### src/rtl/adder_result_accumulator.sv
// Collects COUNT adder results ({carry, sum}) into a widened unsigned total and
// hands the total downstream; flush closes a partial accumulation early.
module adder_result_accumulator #(
  parameter int BITS  = 8,
  parameter int COUNT = 4,
  localparam int ACC_W = BITS + 1 + $clog2(COUNT),
  localparam int CNT_W = $clog2(COUNT + 1)
) (
  input  logic             clock,
  input  logic             reset,
  input  logic             in_valid,
  output logic             in_ready,
  input  logic             carry,
  input  logic [BITS-1:0]  sum,
  input  logic             flush,
  output logic             out_valid,
  input  logic             out_ready,
  output logic [ACC_W-1:0] out_acc,
  output logic [CNT_W-1:0] out_beats,
  output logic             debug_state
);

  // Handshakes: a transfer happens on a rising edge where valid && ready are
  // both high. in_ready depends on state only; out_valid holds until taken.
  typedef enum logic {S_ACCUM = 1'b0, S_OUTPUT = 1'b1} state_t;

  state_t state;
  state_t state_next;

  logic [ACC_W-1:0] acc;
  logic [CNT_W-1:0] cnt;
  logic [ACC_W-1:0] beat;
  logic [ACC_W-1:0] beat_or_zero;
  logic [CNT_W-1:0] cnt_plus_one;
  logic [CNT_W-1:0] accept_ext;
  logic             accept;
  logic             last_beat;
  logic             close;

  assign accept       = in_valid && in_ready;
  assign beat         = {{(ACC_W-BITS-1){1'b0}}, carry, sum};
  assign beat_or_zero = accept ? beat : '0;
  assign cnt_plus_one = cnt + CNT_W'(1);
  assign accept_ext   = {{(CNT_W-1){1'b0}}, accept};
  assign last_beat    = accept && (cnt_plus_one == CNT_W'(COUNT));
  // A lone flush with nothing collected produces no output.
  assign close        = (state == S_ACCUM) &&
                        (last_beat || (flush && (accept || (cnt != '0))));

  always_ff @(posedge clock or posedge reset) begin
    if (reset) begin
      state <= S_ACCUM;
    end else begin
      state <= state_next;
    end
  end

  always_comb begin
    state_next = state;
    case (state)
      S_ACCUM:  if (close)     state_next = S_OUTPUT;
      S_OUTPUT: if (out_ready) state_next = S_ACCUM;
      default:                 state_next = S_ACCUM;
    endcase
  end

  always_comb begin
    in_ready    = (state == S_ACCUM);
    out_valid   = (state == S_OUTPUT);
    debug_state = state;
  end

  // out_acc/out_beats only load on close, so they stay stable while in OUTPUT.
  always_ff @(posedge clock or posedge reset) begin
    if (reset) begin
      acc       <= '0;
      cnt       <= '0;
      out_acc   <= '0;
      out_beats <= '0;
    end else if (close) begin
      out_acc   <= acc + beat_or_zero;
      out_beats <= cnt + accept_ext;
      acc       <= '0;
      cnt       <= '0;
    end else if (accept) begin
      acc <= acc + beat;
      cnt <= cnt_plus_one;
    end
  end

endmodule

### config.mk
export PLATFORM = sky130hd
export DESIGN_NAME = adder_result_accumulator
export DESIGN_NICKNAME = d
export VERILOG_FILES = /design/src/rtl/adder_result_accumulator.sv
export SDC_FILE = /design/constraint.sdc
export NUM_CORES = 1
export LEC_CHECK = 0
export ABC_AREA = 1
export BUFFER_PORTS_ARGS = -buffer_cell sky130_fd_sc_hd__buf_2
export CELL_PAD_IN_SITES_DETAIL_PLACEMENT = 1
export CELL_PAD_IN_SITES_GLOBAL_PLACEMENT = 1
export CORE_UTILIZATION = 40
export CTS_CLUSTER_SIZE = 20
export DETAILED_ROUTE_END_ITERATION = 6
export GPL_ROUTABILITY_DRIVEN = 0
export GPL_TIMING_DRIVEN = 0
export PLACE_DENSITY = 0.8
export SETUP_SLACK_MARGIN = 0.2
export SLEW_MARGIN = 40
export SYNTH_ARGS = -nofsm -noshare
export SYNTH_HDL_FRONTEND = slang
export SYNTH_SLANG_ARGS = --single-unit
### constraint.sdc
create_clock -name clock -period 2.66 [get_ports clock]
set_input_delay 0.133 -clock clock [delete_from_list [all_inputs] [get_ports clock]]
set_output_delay 0.133 -clock clock [all_outputs]
set_load 0.01 [all_outputs]
# == After elaboration in Yosys (flattened, before gate mapping) ==
# Index checks and enable logic that the tools add are counted.
# totals
inputBits,14
elab_cells,27
regBits,29
output_inout_bits,17
# op_classes
n_eq_ne,1
n_reduce_logical,8
addsub,4
mux,8
bitwise_logic,1
# op_table
cell,count
$add 11x9->11,2
$mux 11,2
$mux 9,1
$mux 3,2
$logic_and 1x1->1,4
$add 3x1->3,1
$add 3x1->3 const B,1
$eq 3x3->1 const B,1
$reduce_bool 3->1,1
$logic_or 1x1->1,2
$mux 1,2
$pmux 1 s2,1
$reduce_bool 2->1,1
$not 1->1,1

# == Logic depth before layout (Yosys ltp) ==
# Gate-level depths: netlist of run 1.
# depth
depth_word,8
ltp_mapped,15
depth_no_buf,15

# == Worst setup path after synthesis of run 1 ==
# OpenSTA, ideal clock, no wires.
# synth_path
path_kind,register to register
start,"register state, in the netlist debug_state"
end,register out_acc[6]
synth_period_minus_slack_ps,2083
path_slack_ps,577
stages_incl_launch_ff,15
t_arrival_ps,1956
setup_time_ps,126
required_time_ps,2534
path_buffers,0
path_cell_list,dfrtp_1 nor2_4 inv_4 nor2_1 ha_1 inv_1 fa_1 inv_1 nand3_1 nand3_1 nand2_1 nand2_1 nand2_1 nand2_1 o21ai_0
# synth_via
elab_chain_len,6
word_cells_on_any_way,9
cone_classes,add/sub (1); mux (1); bitwise (1); reduce/logical (6)
# synth_lines
element,line,text
"start, declared",27,state_t state;
"start signal, assigned",54,state <= state_next;
$not 1->1 (*),n/a,
"parallel branches: the longest is 5 deep, another holds $add 11x9->11",n/a,
"end signal, assigned",81,out_acc <= acc + beat_or_zero;
"end, declared",18,"output logic [ACC_W-1:0] out_acc,"
# Every way passes the cells marked *.
# A chain may end at the register's enable or synchronous reset.

# == Worst setup path in the final report of run 1 ==
# Same ends and word-level chain as after synthesis.

==> results of run 1 <==
[through the flow]
stage | cell area [µm²] | total power [mW] | instances
2_1_floorplan | 2250 | 1.71 | 325
3_5_place_dp | 2480 | 2.15 | 425
6_report | 2590 | 2.53 | 436
5_1_grt | 2590 | 2.79 | 436
4_1_cts | 2580 | 2.53 | 434
3_3_place_gp | 2480 | 2.09 | 425
[synth_stat cells]
cell,number
inv_1,38
fa_1,2
xnor2_1,4
o21ai_1,2
buf_4,1
o22ai_1,1
inv_2,2
nand3b_1,2
nand3_1,24
inv_4,2
a21oi_1,10
a21o_2,1
nand3_2,1
nor2_8,1
nor2_1,34
o21ai_0,16
nand4_1,2
ha_1,23
nand2_1,119
xor2_1,3
a22o_1,1
buf_2,3
nor2_4,1
dfrtp_1,29
a21boi_0,2
clkinv_1,1
[area by class of cell]
class / count / area (µm²)
Fill cell: 740 / 2680
Multi-Input combinational cell: 249 / 1330
Sequential cell: 29 / 726
Timing Repair Buffer: 33 / 175
Inverter: 43 / 166
Tap cell: 70 / 87.6
Clock buffer: 6 / 72.6
Buffer: 4 / 22.5
Clock inverter: 2 / 10.0
[per-layer routing]
metal / global-route usage (%) / part of all wire (%)
met5: 0 / 0
met2: 42.9 / 51
met3: 3.69 / 3.0
met4: 9.42 / 1.6
met1: 27.0 / 44
[worst reg2reg max path, delay by kind of cell (launching register included)]
| family | cells | cell delay, ns |
|---|---|---|
| and+or+nand+nor | 8 | 0.77 |
| adders and majority gates | 2 | 0.64 |
| DFF | 1 | 0.43 |
| buffers and inverters | 3 | 0.25 |
| AOI/OAI and AO/OA | 1 | 0.07 |
[state kept, by name, summed over array words and instances, names as in the netlist]
| name | cells |
|---|---|
| cnt | 3 |
| acc | 11 |
| debug_state | 1 |
| out_acc | 11 |
| out_beats | 3 |
[how the worst max path moves through the flow]
stage | cells past startpoint | to | slack, ns
after global placement | 14 | out_acc[8] | 0.32
after detailed placement | 14 | out_acc[6] | 0.25
final | 14 | out_acc[6] | 0.37
after global routing | 14 | out_acc[8] | 0.18
after CTS | 14 | out_acc[6] | 0.23
after floorplan | 14 | out_acc[6] | 0.58
[cells by family (layout without fill, tap and decap cells)]
logic type | after synthesis | after routing
AO/OA/AOI/OAI | 33 | 33
XOR/XNOR | 7 | 7
adder cells (fa/ha/maj) | 25 | 25
buffers and inverters | 47 | 88
flip-flops | 29 | 29
AND/OR/NAND/NOR | 184 | 184
[power breakdown]
part | internal (mW) | switching (mW) | leakage [nW] | total (mW)
clock network | 0.181 | 0.176 | 0.0450 | 0.357
registers | 0.618 | 0.142 | 0.384 | 0.760
logic | 0.520 | 0.889 | 1.09 | 1.41
total | 1.32 | 1.21 | 1.52 | 2.53
[repair_timing]
action | CTS | global route
buffers inserted | 0 | 2
endpoints found under the setup margin | 0 | 3
gates resized for setup | 0 | 1
hold endpoints to repair | 29 | 0
hold buffers | 1 | 0
==> impl_metrics.py, run 1 <==
metrics = {
    "die": {
        "io_pins": 31,
        "die-area_um2": 5920,
        "fp.dieH_um": 76.9,
        "initial_core_util_pct": 42.6,
        "num_rows": 26,
        "die_x_um": 76.9,
        "core-area_um2": 5270,
    },
    "timing": {
        "hold_ws_ns": 0.0122,
        "max_freq_mhz": 437,
        "min_period_over_period_pct": 86.0,
        "worstMarginPinSlew_ns": 0.641,
        "finClkSkew_ns": 0.00506,
        "hold_viol": 0,
        "slew_headroom_pct": 57.2,
        "postLayoutSetupSlackWorst_ns": 0.373,
        "fin_crit_ns": 2.29,
        "final.setup.tns_ns": 0,
        "rsz0062_at_grt": "no",
        "final_max_slew_viol_count": 0,
        "setup_viol": 0,
    },
    "worst_hold_path": {
        "holdPathStages": 2,
        "min_to": "debug_state",
        "worstHoldStart": "out_ready",
        "hp-class": "in2reg",
    },
    "worst_setup_path": {
        "ff2ff_setup_slack_ns": 0.37,
        "path_cells": "nor2_4 -> inv_4 -> nor2_1 -> ha_2 -> inv_1 -> fa_1 -> inv_1 -> nand3_1 -> nand3_1 -> nand2_1 -> nand2_1 -> nand2_1 -> nand2_1 -> o21ai_0",
        "criticalPathCategory": "reg2reg",
        "crit_top_cell": "nand2_1",
        "path_delay_family": "simple AND/OR/NAND/NOR gates",
        "cp_slowest_cell": "dfrtp_1",
        "path_max_fanout": 10,
        "end_kind": "flip-flop",
        "startpoint": "debug_state",
        "start_kind": "flip-flop",
        "required_ns": 2.83,
        "crit_arrival_ns": 2.46,
        "crit_path_max_incr_delay_ns": 0.43,
        "reg2reg_depth": 14,
        "critPathBufInv": 3,
        "r2r_end": "out_acc[6]",
        "reg2reg_from": "debug_state",
    },
    "power_and_ir_drop": {
        "p_per_area_nw_per_um2": 974,
        "vdd_drop_max_v": 0.000302,
        "leakagePower_nw": 1.52,
    },
    "clock_tree": {
        "clk_latency_ns": 0.29,
        "cts-root-buf": "clkbuf_8",
        "cts_tree": "yes",
        "cts_buffer_depth": 2,
        "cts_buffers": 5,
        "cts.clk_slew.worst_paths_ns": 0.06,
        "cts.sinks": 29,
        "cts.htree.levels": 2,
    },
    "layout": {
        "synthToLayoutAreaGrowth_pct": 15.5,
        "fin_util_pct": 49.2,
        "layout-drive-gt1-share_pct": 14.5,
        "mostFrequentLayoutCells": "nand2_1 (119), inv_1 (37), nor2_1 (34)",
        "diodes": 0,
        "nets": 404,
        "final_common_cell": "nand2_1",
    },
    "yosys": {
        "syn_nets": 364,
        "synth_top_area_cell": "dfrtp_1",
        "synthCells": 325,
        "ys_warn_count": 0,
        "synthMuxAreaShare_pct": 0,
        "synth.avg_cell_area_um2": 6.91,
        "yosysTopAreaCellShare_pct": 32.3,
        "yosysUniqueCellTypes": 26,
        "ys_ff_latch": 29,
        "seq_area_frac_synth_pct": 32.3,
        "synth_compound_area_share_pct": 7.97,
        "synth_xor_area_share_pct": 2.73,
        "synth_top_family_by_area": "simple AND/OR/NAND/NOR gates",
        "synthTopCellsByArea": "dfrtp_1 (32%), nand2_1 (20%), ha_1 (13%), inv_1 (6.4%), nor2_1 (5.7%)",
        "synth_fa_ha_area_share_pct": 14.6,
        "synth_area_um2": 2250,
        "yosys.area_share.simple_pct": 34.0,
    },
    "run_status": {
        "outcome": "complete, no violations",
    },
    "global_route": {
        "grt_max_degree": 30,
        "grt_pass1_wl_um": 10900,
        "antenna_found_initial": 0,
        "track_usage_pct": 23.5,
        "grt_overflow": 0,
        "grt_pass1_vias": 2312,
    },
    "detailed_routing": {
        "drc": 0,
        "drt_iter0_markers": 74,
        "vias_per_cell": 5.01,
        "vias": 2185,
        "firstDrtPassIters": 4,
        "ant_nets": 0,
        "avgRoutedWirePerCell_um": 14.4,
        "routed_wl_um": 6270,
    },
    "flow_run": {
        "maxCapViolCount": 0,
    },
    "placed_design": {
        "port_buffers": 30,
        "dp_hpwl_um": 5020,
        "post-place-ws_ns": 0.251,
    },
}
(Power assumes the default switching activity.)
==> run 2: changes to the inputs <==
--- a/config.mk
+++ b/config.mk
@@ -9,12 +9,13 @@
 export BUFFER_PORTS_ARGS = -buffer_cell sky130_fd_sc_hd__buf_2
 export CELL_PAD_IN_SITES_DETAIL_PLACEMENT = 1
 export CELL_PAD_IN_SITES_GLOBAL_PLACEMENT = 1
-export CORE_UTILIZATION = 40
+export CORE_ASPECT_RATIO = 1.2
+export CORE_UTILIZATION = 32
 export CTS_CLUSTER_SIZE = 20
 export DETAILED_ROUTE_END_ITERATION = 6
 export GPL_ROUTABILITY_DRIVEN = 0
 export GPL_TIMING_DRIVEN = 0
-export PLACE_DENSITY = 0.8
+export PLACE_DENSITY = 0.67
 export SETUP_SLACK_MARGIN = 0.2
 export SLEW_MARGIN = 40
 export SYNTH_ARGS = -nofsm -noshare
==> impl_metrics.py, run 2 (synthesis gave the netlist of run 1 again) <==
metrics = {
    "run_status": {
        "outcome": "complete, no violations",
    },
    "worst_setup_path": {
        "criticalPathCategory": "reg2reg",
        "crit_top_cell": "nand2_1",
        "ff2ff_setup_slack_ns": 0.44,
        "path_max_fanout": 10,
        "end_kind": "flip-flop",
        "required_ns": 2.82,
        "cp_slowest_cell": "dfrtp_1",
        "path_delay_family": "simple AND/OR/NAND/NOR gates",
        "crit_arrival_ns": 2.38,
        "critPathBufInv": 3,
        "start_kind": "flip-flop",
        "path_cells": "nor2_4 -> inv_4 -> nor2_1 -> ha_1 -> inv_1 -> fa_1 -> inv_1 -> nand3_1 -> nand3_2 -> nand2_1 -> nand2_1 -> nand2_1 -> nand2_1 -> o21ai_0",
        "crit_path_max_incr_delay_ns": 0.43,
    },
    "flow_run": {
        "maxCapViolCount": 0,
    },
    "power_and_ir_drop": {
        "vdd_drop_max_v": 0.000273,
        "leakagePower_nw": 1.52,
        "p_per_area_nw_per_um2": 954,
    },
    "timing": {
        "final.setup.tns_ns": 0,
        "worstMarginPinSlew_ns": 0.657,
        "hold_viol": 0,
        "finClkSkew_ns": 0.00704,
        "min_period_over_period_pct": 83.5,
        "setup_viol": 0,
        "rsz0062_at_grt": "no",
        "final_max_slew_viol_count": 0,
        "slew_headroom_pct": 56.2,
        "max_freq_mhz": 450,
        "fin_crit_ns": 2.22,
    },
    "layout": {
        "layout.cells.non_filler": 451,
        "synthToLayoutAreaGrowth_pct": 16.4,
        "final_common_cell": "nand2_1",
        "final_cell_area_um2": 2610,
        "top_regs": "acc x11, out_acc x11",
        "mostFrequentLayoutCells": "nand2_1 (119), inv_1 (37), nor2_1 (34)",
        "layout-drive-gt1-share_pct": 14.0,
        "nets": 403,
        "diodes": 0,
        "fillCellCount": 890,
    },
    "die": {
        "num_rows": 33,
        "die_x_um": 78.5,
        "fp.dieH_um": 93.8,
        "initial_core_util_pct": 33.0,
        "core-area_um2": 6810,
        "die-area_um2": 7360,
        "io_pins": 31,
    },
    "worst_hold_path": {
        "hp-class": "in2reg",
    },
    "global_route": {
        "grt_pass1_wl_um": 10400,
        "track_usage_pct": 18.3,
        "top_usage_layer": "met2",
        "use_met3_pct": 2.33,
        "grt_overflow": 0,
        "grt_pass1_vias": 2217,
        "grt_max_degree": 30,
        "use_met1_pct": 21.7,
        "antenna_found_initial": 0,
        "gr-usage-met2_pct": 34.1,
    },
    "detailed_routing": {
        "routed_wl_um": 5930,
        "drc": 0,
        "drt_iter0_markers": 54,
        "avgRoutedWirePerCell_um": 13.2,
        "vias": 2120,
        "firstDrtPassIters": 4,
        "ant_nets": 0,
        "vias_per_cell": 4.70,
    },
    "placed_design": {
        "dp_hpwl_um": 4870,
        "placed_cells": 442,
        "placed_area_um2": 2500,
        "port_buffers": 30,
    },
    "clock_tree": {
        "cts_buffer_depth": 2,
        "cts.sinks": 29,
        "cts-root-buf": "clkbuf_8",
        "cts_buffers": 5,
        "clk_latency_ns": 0.28,
        "cts.clk_slew.worst_paths_ns": 0.07,
        "cts_tree": "yes",
        "cts.htree.levels": 2,
    },
}
-- run 2: area by class of cell --
class | count | area (µm²) | share of cell area, %
tap | 87 | 109 | 4.16
timing repair buffer | 32 | 168 | 6.41
sequential | 29 | 726 | 27.8
multi-input combinational | 249 | 1340 | 51.1
inverter | 43 | 166 | 6.37
buffer | 4 | 22.5 | 0.862
clock buffer | 7 | 86.3 | 3.30
-- run 2: stage by stage --
step	hold WS [ns]	power (mW)	util (%)	setup WS (ns)
final	0.0308	2.49	38.4	0.440
after global routing	0.0570	2.78	38.4	0.235
after CTS	0.0344	2.53	38.2	0.206
after detailed placement	0.271	2.14	36.8	0.222
after global placement	0.315	2.10	36.8	0.255
after floorplan	0.211	1.71	-	0.577
-- run 2: path summary, 6_finish.rpt --
kind,cells after the start,end,start
worst max-delay path,14,out_acc[6],debug_state
worst min-delay path,2,debug_state,out_ready
worst max register to register,14,out_acc[6],debug_state
worst min register to register,2,out_acc[10],out_acc[10]
max in group asynchronous,3,out_acc[10],reset
min in group asynchronous,3,debug_state,reset
-- run 2: metal layers --
| metal | part of all wire [%] | wire (µm) | vias up |
|---|---|---|---|
| met4 | 1.7 | 99 | 0 |
| li1 | - | - | 1104 |
| met1 | 45 | 2680 | 988 |
| met2 | 51 | 3040 | 20 |
| met5 | 0 | 0 | - |
| met3 | 1.8 | 104 | 8 |
-- run 2: timing repair --
action / CTS / global route
hold buffers: 1 / 0
endpoints found under the hold margin: 29 / 0
setup buffers: 0 / 1
gates resized for setup: 0 / 1
endpoints found under the setup margin: 0 / 2
-- run 2: power by group --
group	leakage (nW)	total, mW	internal, mW	switching, mW
clock network	0.0443	0.377	0.205	0.172
logic	1.09	1.36	0.509	0.851
registers	0.384	0.757	0.618	0.139
